$ cat config.mk
export PLATFORM = sky130hd
export DESIGN_NAME = mem_ctrl_flat
export DESIGN_NICKNAME = d
export VERILOG_FILES = /design/src/rtl/mem_ctrl_pkg.sv /design/src/rtl/mem_ctrl_if.sv /design/src/rtl/mem_ctrl.sv /design/src/flat_wrapper.sv
export SDC_FILE = /design/constraint.sdc
export NUM_CORES = 1
export LEC_CHECK = 0
export CORE_MARGIN = 3
export CORE_UTILIZATION = 49
export DETAILED_ROUTE_END_ITERATION = 10
export GPL_TIMING_DRIVEN = 0
export PLACE_DENSITY = 0.81
export SYNTH_ARGS = -nofsm -noshare
export SYNTH_HDL_FRONTEND = slang
export SYNTH_SLANG_ARGS = --single-unit
$ cat constraint.sdc
create_clock -name clk -period 3.1 [get_ports clk]
set_input_delay 0.93 -clock clk [delete_from_list [all_inputs] [get_ports clk]]
set_output_delay 0.93 -clock clk [all_outputs]
set_load 0.02 [all_outputs]
$ cat src/rtl/mem_ctrl_pkg.sv
// Shared constants and types for the byte-serial memory controller:
// FSM encoding, length codes, RAM strobe values and bus widths.
package mem_ctrl_pkg;

    localparam int ADDR_W = 32;
    localparam int DATA_W = 32;
    localparam int BYTE_W = 8;

    localparam logic [2:0] LEN_1 = 3'd1;
    localparam logic [2:0] LEN_2 = 3'd2;
    localparam logic [2:0] LEN_4 = 3'd4;

    localparam logic RAM_WRITE = 1'b1;
    localparam logic RAM_READ  = 1'b0;

    typedef enum logic [1:0] {
        ST_IDLE   = 2'd0,
        ST_IF_RD  = 2'd1,
        ST_MEM_RD = 2'd2,
        ST_MEM_WR = 2'd3
    } state_t;

    // Any length code other than 1 or 2 moves a full word.
    function automatic logic [2:0] len_to_n(input logic [2:0] len);
        case (len)
            LEN_1:   return LEN_1;
            LEN_2:   return LEN_2;
            default: return LEN_4;
        endcase
    endfunction

endpackage

$ cat src/rtl/mem_ctrl_if.sv
// Bundle of the fetch port, load/store port and byte-wide RAM port of mem_ctrl,
// plus the FSM state exposed for debug.
interface mem_ctrl_if;
    import mem_ctrl_pkg::*;

    // Handshake: a requester holds req high; the controller samples it only while
    // idle and never in the cycle that port's done is high. done is a one-cycle
    // pulse and the matching data output is valid in that cycle and held after.
    logic              if_req_i;
    logic [ADDR_W-1:0] if_addr_i;
    logic              if_cancel_i;
    logic [DATA_W-1:0] if_data_o;
    logic              if_done_o;

    logic              mem_req_i;
    logic              mem_we_i;
    logic [ADDR_W-1:0] mem_addr_i;
    logic [DATA_W-1:0] mem_wdata_i;
    logic [2:0]        mem_len_i;
    logic [DATA_W-1:0] mem_data_o;
    logic              mem_done_o;

    logic [BYTE_W-1:0] ram_din_i;
    logic [BYTE_W-1:0] ram_dout_o;
    logic [ADDR_W-1:0] ram_a_o;
    logic              ram_wr_o;

    state_t            dbg_state;

    modport slave (
        input  if_req_i, if_addr_i, if_cancel_i,
        input  mem_req_i, mem_we_i, mem_addr_i, mem_wdata_i, mem_len_i,
        input  ram_din_i,
        output if_data_o, if_done_o, mem_data_o, mem_done_o,
        output ram_dout_o, ram_a_o, ram_wr_o, dbg_state
    );

    modport master (
        output if_req_i, if_addr_i, if_cancel_i,
        output mem_req_i, mem_we_i, mem_addr_i, mem_wdata_i, mem_len_i,
        output ram_din_i,
        input  if_data_o, if_done_o, mem_data_o, mem_done_o,
        input  ram_dout_o, ram_a_o, ram_wr_o, dbg_state
    );

endinterface

$ cat src/rtl/mem_ctrl.sv
// Arbitrates an instruction-fetch port and a load/store port onto a byte-wide
// RAM with one-cycle read latency, moving 1, 2 or 4 bytes little-endian.
module mem_ctrl
    import mem_ctrl_pkg::*;
(
    input  logic       clk,
    input  logic       rst,
    mem_ctrl_if.slave  bus
);

    state_t            state_q, state_nxt;
    logic [2:0]        cnt_q;
    logic [2:0]        n_q;
    logic [ADDR_W-1:0] addr_q;
    logic [DATA_W-1:0] wdata_q;
    logic [DATA_W-1:0] asm_q;
    logic [DATA_W-1:0] if_data_q, mem_data_q;
    logic              if_done_q, mem_done_q;

    logic              accept_mem, accept_if;
    logic              rd_state, rd_last, cancel_now;
    logic [DATA_W-1:0] rd_word;
    logic [1:0]        rd_slot;

    assign rd_state   = (state_q == ST_IF_RD) || (state_q == ST_MEM_RD);
    assign cancel_now = (state_q == ST_IF_RD) && bus.if_cancel_i;
    assign rd_last    = rd_state && !cancel_now && (cnt_q == n_q);
    // Byte arriving now was addressed two edges ago, i.e. byte index cnt-1.
    assign rd_slot    = cnt_q[1:0] - 2'd1;
    assign rd_word    = asm_q | (DATA_W'(bus.ram_din_i) << {n_q - 3'd1, 3'b000});

    always_ff @(posedge clk or negedge rst) begin
        if (!rst) begin
            state_q <= ST_IDLE;
        end else begin
            state_q <= state_nxt;
        end
    end

    always_comb begin
        state_nxt  = state_q;
        accept_mem = 1'b0;
        accept_if  = 1'b0;
        case (state_q)
            ST_IDLE: begin
                if (bus.mem_req_i && !mem_done_q) begin
                    accept_mem = 1'b1;
                    state_nxt  = bus.mem_we_i ? ST_MEM_WR : ST_MEM_RD;
                end else if (bus.if_req_i && !bus.if_cancel_i && !if_done_q) begin
                    accept_if = 1'b1;
                    state_nxt = ST_IF_RD;
                end
            end
            ST_IF_RD: begin
                if (bus.if_cancel_i || (cnt_q == n_q)) state_nxt = ST_IDLE;
            end
            ST_MEM_RD: begin
                if (cnt_q == n_q) state_nxt = ST_IDLE;
            end
            ST_MEM_WR: begin
                if (cnt_q == n_q - 3'd1) state_nxt = ST_IDLE;
            end
            default: state_nxt = ST_IDLE;
        endcase
    end

    always_ff @(posedge clk or negedge rst) begin
        if (!rst) begin
            cnt_q      <= '0;
            n_q        <= '0;
            addr_q     <= '0;
            wdata_q    <= '0;
            asm_q      <= '0;
            if_data_q  <= '0;
            mem_data_q <= '0;
            if_done_q  <= 1'b0;
            mem_done_q <= 1'b0;
        end else begin
            if_done_q  <= 1'b0;
            mem_done_q <= 1'b0;

            if (accept_mem) begin
                addr_q  <= bus.mem_addr_i;
                wdata_q <= bus.mem_wdata_i;
                n_q     <= len_to_n(bus.mem_len_i);
                cnt_q   <= '0;
                asm_q   <= '0;
            end else if (accept_if) begin
                addr_q  <= bus.if_addr_i;
                n_q     <= LEN_4;
                cnt_q   <= '0;
                asm_q   <= '0;
            end else if (state_nxt != ST_IDLE) begin
                cnt_q <= cnt_q + 3'd1;
            end else begin
                cnt_q <= '0;
            end

            if (rd_last) begin
                if (state_q == ST_IF_RD) begin
                    if_data_q <= rd_word;
                    if_done_q <= 1'b1;
                end else begin
                    mem_data_q <= rd_word;
                    mem_done_q <= 1'b1;
                end
            end else if (rd_state && !cancel_now && (cnt_q != 3'd0)) begin
                asm_q[{rd_slot, 3'b000} +: BYTE_W] <= bus.ram_din_i;
            end

            if ((state_q == ST_MEM_WR) && (cnt_q == n_q - 3'd1)) begin
                mem_done_q <= 1'b1;
            end
        end
    end

    always_comb begin
        bus.ram_a_o    = '0;
        bus.ram_wr_o   = RAM_READ;
        bus.ram_dout_o = '0;
        if (rd_state && (cnt_q < n_q)) begin
            bus.ram_a_o = addr_q + ADDR_W'(cnt_q);
        end else if ((state_q == ST_MEM_WR) && (cnt_q < n_q)) begin
            bus.ram_a_o    = addr_q + ADDR_W'(cnt_q);
            bus.ram_wr_o   = RAM_WRITE;
            bus.ram_dout_o = wdata_q[{cnt_q[1:0], 3'b000} +: BYTE_W];
        end
    end

    assign bus.if_data_o  = if_data_q;
    assign bus.if_done_o  = if_done_q;
    assign bus.mem_data_o = mem_data_q;
    assign bus.mem_done_o = mem_done_q;
    assign bus.dbg_state  = state_q;

endmodule

$ cat src/flat_wrapper.sv
// flat-port wrapper written by rule: the top's interface ports become plain ports
module mem_ctrl_flat import mem_ctrl_pkg::*;
  (clk, rst, bus_if_req_i, bus_if_addr_i, bus_if_cancel_i, bus_mem_req_i, bus_mem_we_i, bus_mem_addr_i, bus_mem_wdata_i, bus_mem_len_i, bus_ram_din_i, bus_if_data_o, bus_if_done_o, bus_mem_data_o, bus_mem_done_o, bus_ram_dout_o, bus_ram_a_o, bus_ram_wr_o, bus_dbg_state);
  mem_ctrl_if bus_i ();
  input  logic clk;
  input  logic rst;
  input wire logic [$bits(bus_i.if_req_i)-1:0] bus_if_req_i;
  input wire logic [$bits(bus_i.if_addr_i)-1:0] bus_if_addr_i;
  input wire logic [$bits(bus_i.if_cancel_i)-1:0] bus_if_cancel_i;
  input wire logic [$bits(bus_i.mem_req_i)-1:0] bus_mem_req_i;
  input wire logic [$bits(bus_i.mem_we_i)-1:0] bus_mem_we_i;
  input wire logic [$bits(bus_i.mem_addr_i)-1:0] bus_mem_addr_i;
  input wire logic [$bits(bus_i.mem_wdata_i)-1:0] bus_mem_wdata_i;
  input wire logic [$bits(bus_i.mem_len_i)-1:0] bus_mem_len_i;
  input wire logic [$bits(bus_i.ram_din_i)-1:0] bus_ram_din_i;
  output wire logic [$bits(bus_i.if_data_o)-1:0] bus_if_data_o;
  output wire logic [$bits(bus_i.if_done_o)-1:0] bus_if_done_o;
  output wire logic [$bits(bus_i.mem_data_o)-1:0] bus_mem_data_o;
  output wire logic [$bits(bus_i.mem_done_o)-1:0] bus_mem_done_o;
  output wire logic [$bits(bus_i.ram_dout_o)-1:0] bus_ram_dout_o;
  output wire logic [$bits(bus_i.ram_a_o)-1:0] bus_ram_a_o;
  output wire logic [$bits(bus_i.ram_wr_o)-1:0] bus_ram_wr_o;
  output wire logic [$bits(bus_i.dbg_state)-1:0] bus_dbg_state;
  assign bus_i.if_req_i = bus_if_req_i;
  assign bus_i.if_addr_i = bus_if_addr_i;
  assign bus_i.if_cancel_i = bus_if_cancel_i;
  assign bus_i.mem_req_i = bus_mem_req_i;
  assign bus_i.mem_we_i = bus_mem_we_i;
  assign bus_i.mem_addr_i = bus_mem_addr_i;
  assign bus_i.mem_wdata_i = bus_mem_wdata_i;
  assign bus_i.mem_len_i = bus_mem_len_i;
  assign bus_i.ram_din_i = bus_ram_din_i;
  assign bus_if_data_o = bus_i.if_data_o;
  assign bus_if_done_o = bus_i.if_done_o;
  assign bus_mem_data_o = bus_i.mem_data_o;
  assign bus_mem_done_o = bus_i.mem_done_o;
  assign bus_ram_dout_o = bus_i.ram_dout_o;
  assign bus_ram_a_o = bus_i.ram_a_o;
  assign bus_ram_wr_o = bus_i.ram_wr_o;
  assign bus_dbg_state = bus_i.dbg_state;
  mem_ctrl u_core (.clk(clk), .rst(rst), .bus(bus_i));
endmodule
After elaboration in Yosys (flattened, before gate mapping)
Index checks and enable logic that the tools add are counted.
- muxes and demuxes: 36
- reduce and logical (&&, ||, !) cells: 22
- $lt $le $gt $ge: 1
- bitwise gates (word level): 2
- shift operators: 4
- add/sub/neg operators: 5
- eq/ne operators: 7
- operators with widths (kind ; count):
    two-way mux 32 bit ; 8
    adder 32 x 3 -> 32 bit ; 1
    bitwise mux 32 bit ; 1
    bitwise OR 32 bit ; 1
    variable shift 8 x 7 -> 32 bit, first input constant ; 1
    variable part select 32 x 6 -> 8 bit ; 1
    variable part select 8 x 7 -> 32 bit ; 1
    left shift 8 x 6 -> 32 bit ; 1
    two-way mux 8 bit ; 2
    two-way mux 3 bit ; 5
    two-way mux 1 bit ; 13
    logical AND 1 bit ; 10
    two-way mux 2 bit ; 5
    one-hot mux 2 bit (4 select lines) ; 1
    negator 5 -> 7 bit ; 1
    equality test 3 bit ; 2
    one-hot mux 3 bit (2 select lines) ; 1
    equality test 2 bit, second input constant ; 2
    zero test 1 bit ; 4
    AND reduction 2 bit ; 2
    nonzero test 2 bit ; 2
    adder 3 x 1 -> 3 bit, second input constant ; 1
    equality test 3 x 1 -> 1 bit, second input constant ; 1
    equality test 3 x 2 -> 1 bit, second input constant ; 1
    8 further kinds ; 9
- flip-flop bits (word level): 170
- word-level logic and storage cells: 87
- bits of input ports: 113

Longest topological paths before layout
- word-level depth: 11
- gate-level depth with buffers: 10
- mapped depth without buffers: 7

Worst setup path after synthesis
Ideal clock, no wire load.
- path kind: register to output
- start: register u_core.cnt_q[0]
- end: output port bus_ram_dout_o[0]
- cell stages (with the launch flop): 11
- required time: 2.170 ns
- buffers on the path: 3
- setup slack: -0.085 ns
- arrival: 2.255 ns
- cell sequence: dfrtp_1 > clkbuf_1 > buf_2 > inv_1 > ha_1 > nor2b_1 > o21ai_0 > nand2b_1 > or3b_2 > clkbuf_1 > nor2b_1
- cells in the longest elaborated chain, start to end: 4
- elaborated cells between the ends (all ways): 6
- RTL lines (what ; line ; text):
    from (decl) ; mem_ctrl.sv:12 ; logic [2:0] cnt_q;
    from (signal assigned) ; mem_ctrl.sv:94 ; cnt_q <= cnt_q + 3'd1;
    parallel branches: the longest is 3 deep, another holds variable part select 32 x 6 -> 8 bit ; - ;
    two-way mux 8 bit (*) ; mem_ctrl.sv:121 ; if (rd_state && (cnt_q < n_q)) begin
    to (decl) ; flat_wrapper.sv:20 ; output wire logic [$bits(bus_i.ram_dout_o)-1:0] bus_ram_dout_o;
Mark *: on every way between the ends.

Worst setup path in the final report
- start: register u_core.cnt_q[1]
- end: output port bus_ram_a_o[16]
- cells in the longest elaborated chain, start to end: 4
- elaborated cells between the ends (all ways): 6
- RTL lines (what ; line ; text):
    parallel branches: the longest is 3 deep, another holds adder 32 x 3 -> 32 bit ; - ;
    two-way mux 32 bit (*) ; mem_ctrl.sv:121 ;
    to (decl) ; flat_wrapper.sv:21 ; output wire logic [$bits(bus_i.ram_a_o)-1:0] bus_ram_a_o;
Marks and branches as above.

==> impl_results.rst <==
.. list-table::
   :header-rows: 1

   * - Metric
     - Value
   * - Result of the run
     - complete, but fails checks
   * - Failing checks
     - setup timing
   * - Max-slew violations
     - 0
   * - Die area
     - 18210 um2
   * - Hold violation count in the final report
     - 0
   * - Vias per cell
     - 5.631
   * - Crit-path leading delay family
     - buffers and inverters
   * - Setup repair after global routing missed its margin
     - yes
   * - Routability Congestion
     - 0.8840
   * - Die X
     - 135.0 um
   * - Clock Sink Count
     - 170
   * - Number of enable-type register cells in the synthesized netlist
     - 0
   * - Clock insertion delay at the later pin of the skew report
     - 430 ps
   * - Area of the mapped netlist
     - 8149 um2
   * - Largest buffer count on any clock path
     - 2
   * - Static leakage
     - 5.258 nW
   * - H-tree levels
     - 4
   * - Transition at the pin with the smallest max-transition slack
     - 1114 ps
   * - Estimated wirelength of the detail-placed design
     - 16600 um
   * - Detailed-route via count
     - 7185
   * - Area grow syn2layout
     - 47.86%
   * - Number of different library cells in the post-synthesis netlist
     - 52
   * - Maximum number of pins on one net before global-route repair
     - 106
   * - Fin crit period
     - 3402 ps
   * - Slowest Stage Delay on Critical Path
     - 460 ps
   * - Leading register cell type out of synthesis
     - sky130_fd_sc_hd__dfrtp_1
   * - Initial core utilization
     - 50.75%
   * - RR Startpoint
     - u_core.cnt_q[1]
   * - Core Box Area
     - 16060 um2
   * - Clk pin slew, worst setup/hold paths
     - 60 ps
   * - Internal reg-to-reg setup slack
     - 340 ps
   * - Cell types with the highest counts after synthesis
     - 170 x sky130_fd_sc_hd__dfrtp_1, 103 x sky130_fd_sc_hd__a21oi_1, 100 x sky130_fd_sc_hd__nor2_1, 49 x sky130_fd_sc_hd__nand2_1, 36 x sky130_fd_sc_hd__o21ai_0
   * - Count of nets left with antenna violations after detail routing
     - 0
   * - Number of global-route vias before repair
     - 7296
   * - DIE HEIGHT
     - 135.0 um
   * - Overall fraction of global-route tracks in use
     - 26.76%
   * - Data required time of the worst path
     - 2170 ps
   * - IO Port Bufs
     - 213
   * - Seq/Total Area, Yosys
     - 52.20%
   * - # rows
     - 46
   * - Fraction of synthesized cell area taken by the top area cell type
     - 52.20%
   * - Final setup violation count
     - 41
   * - Post-route setup slack
     - -301.6 ps
   * - Category of the worst setup path capture point
     - primary output
   * - Root Buffer Master
     - sky130_fd_sc_hd__clkbuf_16
   * - 1st-iter DRT viols
     - 541
   * - Async set-or-reset flop fraction in the synthesized netlist
     - 100.0%
   * - Start point of the critical path
     - u_core.cnt_q[1]
   * - Hold Crit Class
     - input pin to async pin
   * - Post-Synthesis Cells
     - 772
   * - Number of buffers created by CTS
     - 17
   * - Achievable frequency
     - 294.0 MHz
   * - Boundary Pins
     - 222
   * - DRC errors left
     - 0
   * - Critical path, cell by cell
     - buf_12 > ha_4 > nor2b_4 > o21ai_2 > nand2b_1 > o21bai_4 > buf_6 > nor2_1 > buf_4
   * - Leading post-synthesis cells by cell area
     - sky130_fd_sc_hd__dfrtp_1 52%, sky130_fd_sc_hd__a21oi_1 6.3%, sky130_fd_sc_hd__nor2_1 4.6%
   * - Total iterations of the first detailed-routing run
     - 7
   * - Largest voltage drop on the vdd net
     - 571.6 uV
   * - Fraction of final layout cells sized beyond drive strength 1
     - 24.27%
   * - Wire length reported by the detailed router
     - 25580 um
   * - Net count, final
     - 1179
   * - Average size of a mapped cell
     - 10.56 um2
   * - Setup CP Type
     - flop to primary output
   * - Post-synthesis net count
     - 904
   * - Wirelength per Cell
     - 20.05 um
   * - Max-Cap Viols
     - 0
   * - Initial antenna violation count
     - 1
   * - Total Power
     - 0.01294 W
   * - Standard cell with the maximum stage delay on the critical path
     - sky130_fd_sc_hd__dfrtp_2
   * - Dominant cell by count in the synthesized netlist
     - sky130_fd_sc_hd__dfrtp_1
   * - Warnings from Yosys
     - 0
   * - CTS tree
     - done
   * - Global-route wire length before repair
     - 38460 um
   * - Critical path startpoint category
     - flop
   * - Rel. slew slack
     - 25.18%
   * - Cts hold-fix bufs
     - 0
   * - End of the worst register-to-register path
     - u_core.asm_q[30]
   * - Arrival time reported for the critical path endpoint
     - 2470 ps
   * - CP Depth
     - 9
   * - Setup crit end
     - bus_ram_a_o[16]
   * - Count of buffer and inverter cells on the critical path
     - 3
   * - Setup Total Neg Slack
     - -7344 ps
   * - Number of cells on the worst reg-to-reg path
     - 10
   * - Fin Clk Skew
     - 11.58 ps
   * - Highest net fanout along the worst path
     - 8
   * - PD cells
     - 1074 nW/um2
   * - Residual overflow from global routing
     - 0
   * - Portion of the clock cycle consumed by the worst path in the final layout
     - 109.7%
   * - Cell type contributing the most total cell area after synthesis
     - sky130_fd_sc_hd__dfrtp_1
   * - Number of synthesized register bits
     - 170
==> metrics by stage <==
step | cells | cell area, um2 | util, % | setup WS (ps) | hold slack [ps]
2_1_floorplan | 772 | 8149 | - | -84.62 | 456.3
3_3_place_gp | 1201 | 10550 | 65.71 | -5789 | 474.7
3_5_place_dp | 1202 | 10580 | 65.91 | -1166 | 483.2
4_1_cts | 1263 | 11680 | 72.72 | -203.5 | 461.9
5_1_grt | 1276 | 12050 | 75.04 | -343.9 | 475.3
6_report | 1276 | 12050 | 75.04 | -301.6 | 446.3
==> layer usage <==
layer  routed length [um]  track usage (%)
met3                 1548            5.589
met4                  920            10.41
met1                10350            34.71
met5                    0                0
met2                12760            44.41
==> layout by cell type, fill, tap and decap left out, types with 32 or more instances in the layout <==
| cell type | instances |
|---|---|
| sky130_fd_sc_hd__buf_6 | 36 |
| sky130_fd_sc_hd__a22o_1 | 32 |
| sky130_fd_sc_hd__buf_4 | 47 |
| sky130_fd_sc_hd__clkdlybuf4s50_1 | 171 |
| sky130_fd_sc_hd__nand2_1 | 48 |
| sky130_fd_sc_hd__o21ai_0 | 35 |
| sky130_fd_sc_hd__mux2_2 | 32 |
| sky130_fd_sc_hd__mux2i_1 | 32 |
| sky130_fd_sc_hd__nor2_1 | 71 |
| sky130_fd_sc_hd__a21oi_1 | 100 |
| sky130_fd_sc_hd__dfrtp_1 | 164 |
==> cells by family (layout without fill, tap and decap cells) <==
family	Yosys count	count (layout)	synth area share [%]
mux	72	72	10.56
flops	170	170	52.20
xor+xnor	35	35	3.946
simple gates	227	228	13.59
compound gates	187	187	13.56
buf+inv	62	348	3.132
other cells	0	1	0
fa+ha+maj	19	19	3.009
==> area by class of cell <==
type,count,area (um2)
multi-input cells,541,4106
clock buffers,20,446.7
diodes,1,2.502
fillers,1033,4009
plain buffers,43,211.5
inverters,15,63.81
clock inverters,11,111.4
flip-flops and latches,170,4262
well taps,216,270.3
repair buffers,259,2575
==> where the power goes <==
part	total (W)	internal (W)	switching (W)
combinational	0.00713	0.00329	0.00384
sequential	0.00377	0.00311	0.000651
clock	0.00204	0.00114	0.000907
total	0.0129	0.00754	0.00539
==> registers in the layout, summed over array words and instances, names as in the netlist <==
register / flops
u_core.addr_q: 32
u_core.asm_q: 32
u_core.bus.if_data_o: 32
u_core.bus.mem_data_o: 32
u_core.wdata_q: 32
u_core.cnt_q: 3
u_core.n_q: 3
u_core.bus.dbg_state: 2
u_core.bus.if_done_o: 1
u_core.bus.mem_done_o: 1
==> how the worst min path moves through the flow <==
stage | startpoint | to | slack, ps | depth (start not counted)
after global placement | u_core.addr_q[0] | u_core.addr_q[0] | 470 | 2
final | rst | u_core.wdata_q[3] | 450 | 1
after global routing | rst | u_core.wdata_q[3] | 480 | 1
after floorplan | u_core.addr_q[0] | u_core.addr_q[0] | 460 | 2
after detailed placement | u_core.addr_q[0] | u_core.addr_q[0] | 480 | 2
after CTS | rst | u_core.wdata_q[3] | 460 | 1
==> repair_timing <==
item | 4_1_cts | 5_1_grt
setup buffers | 28 | 14
endpoints found under the setup margin | 128 | 41
resized for setup | 304 | 70
pin swaps | 32 | 32
gates cloned | 4 | 0
Power figures use the tool's default switching activity.
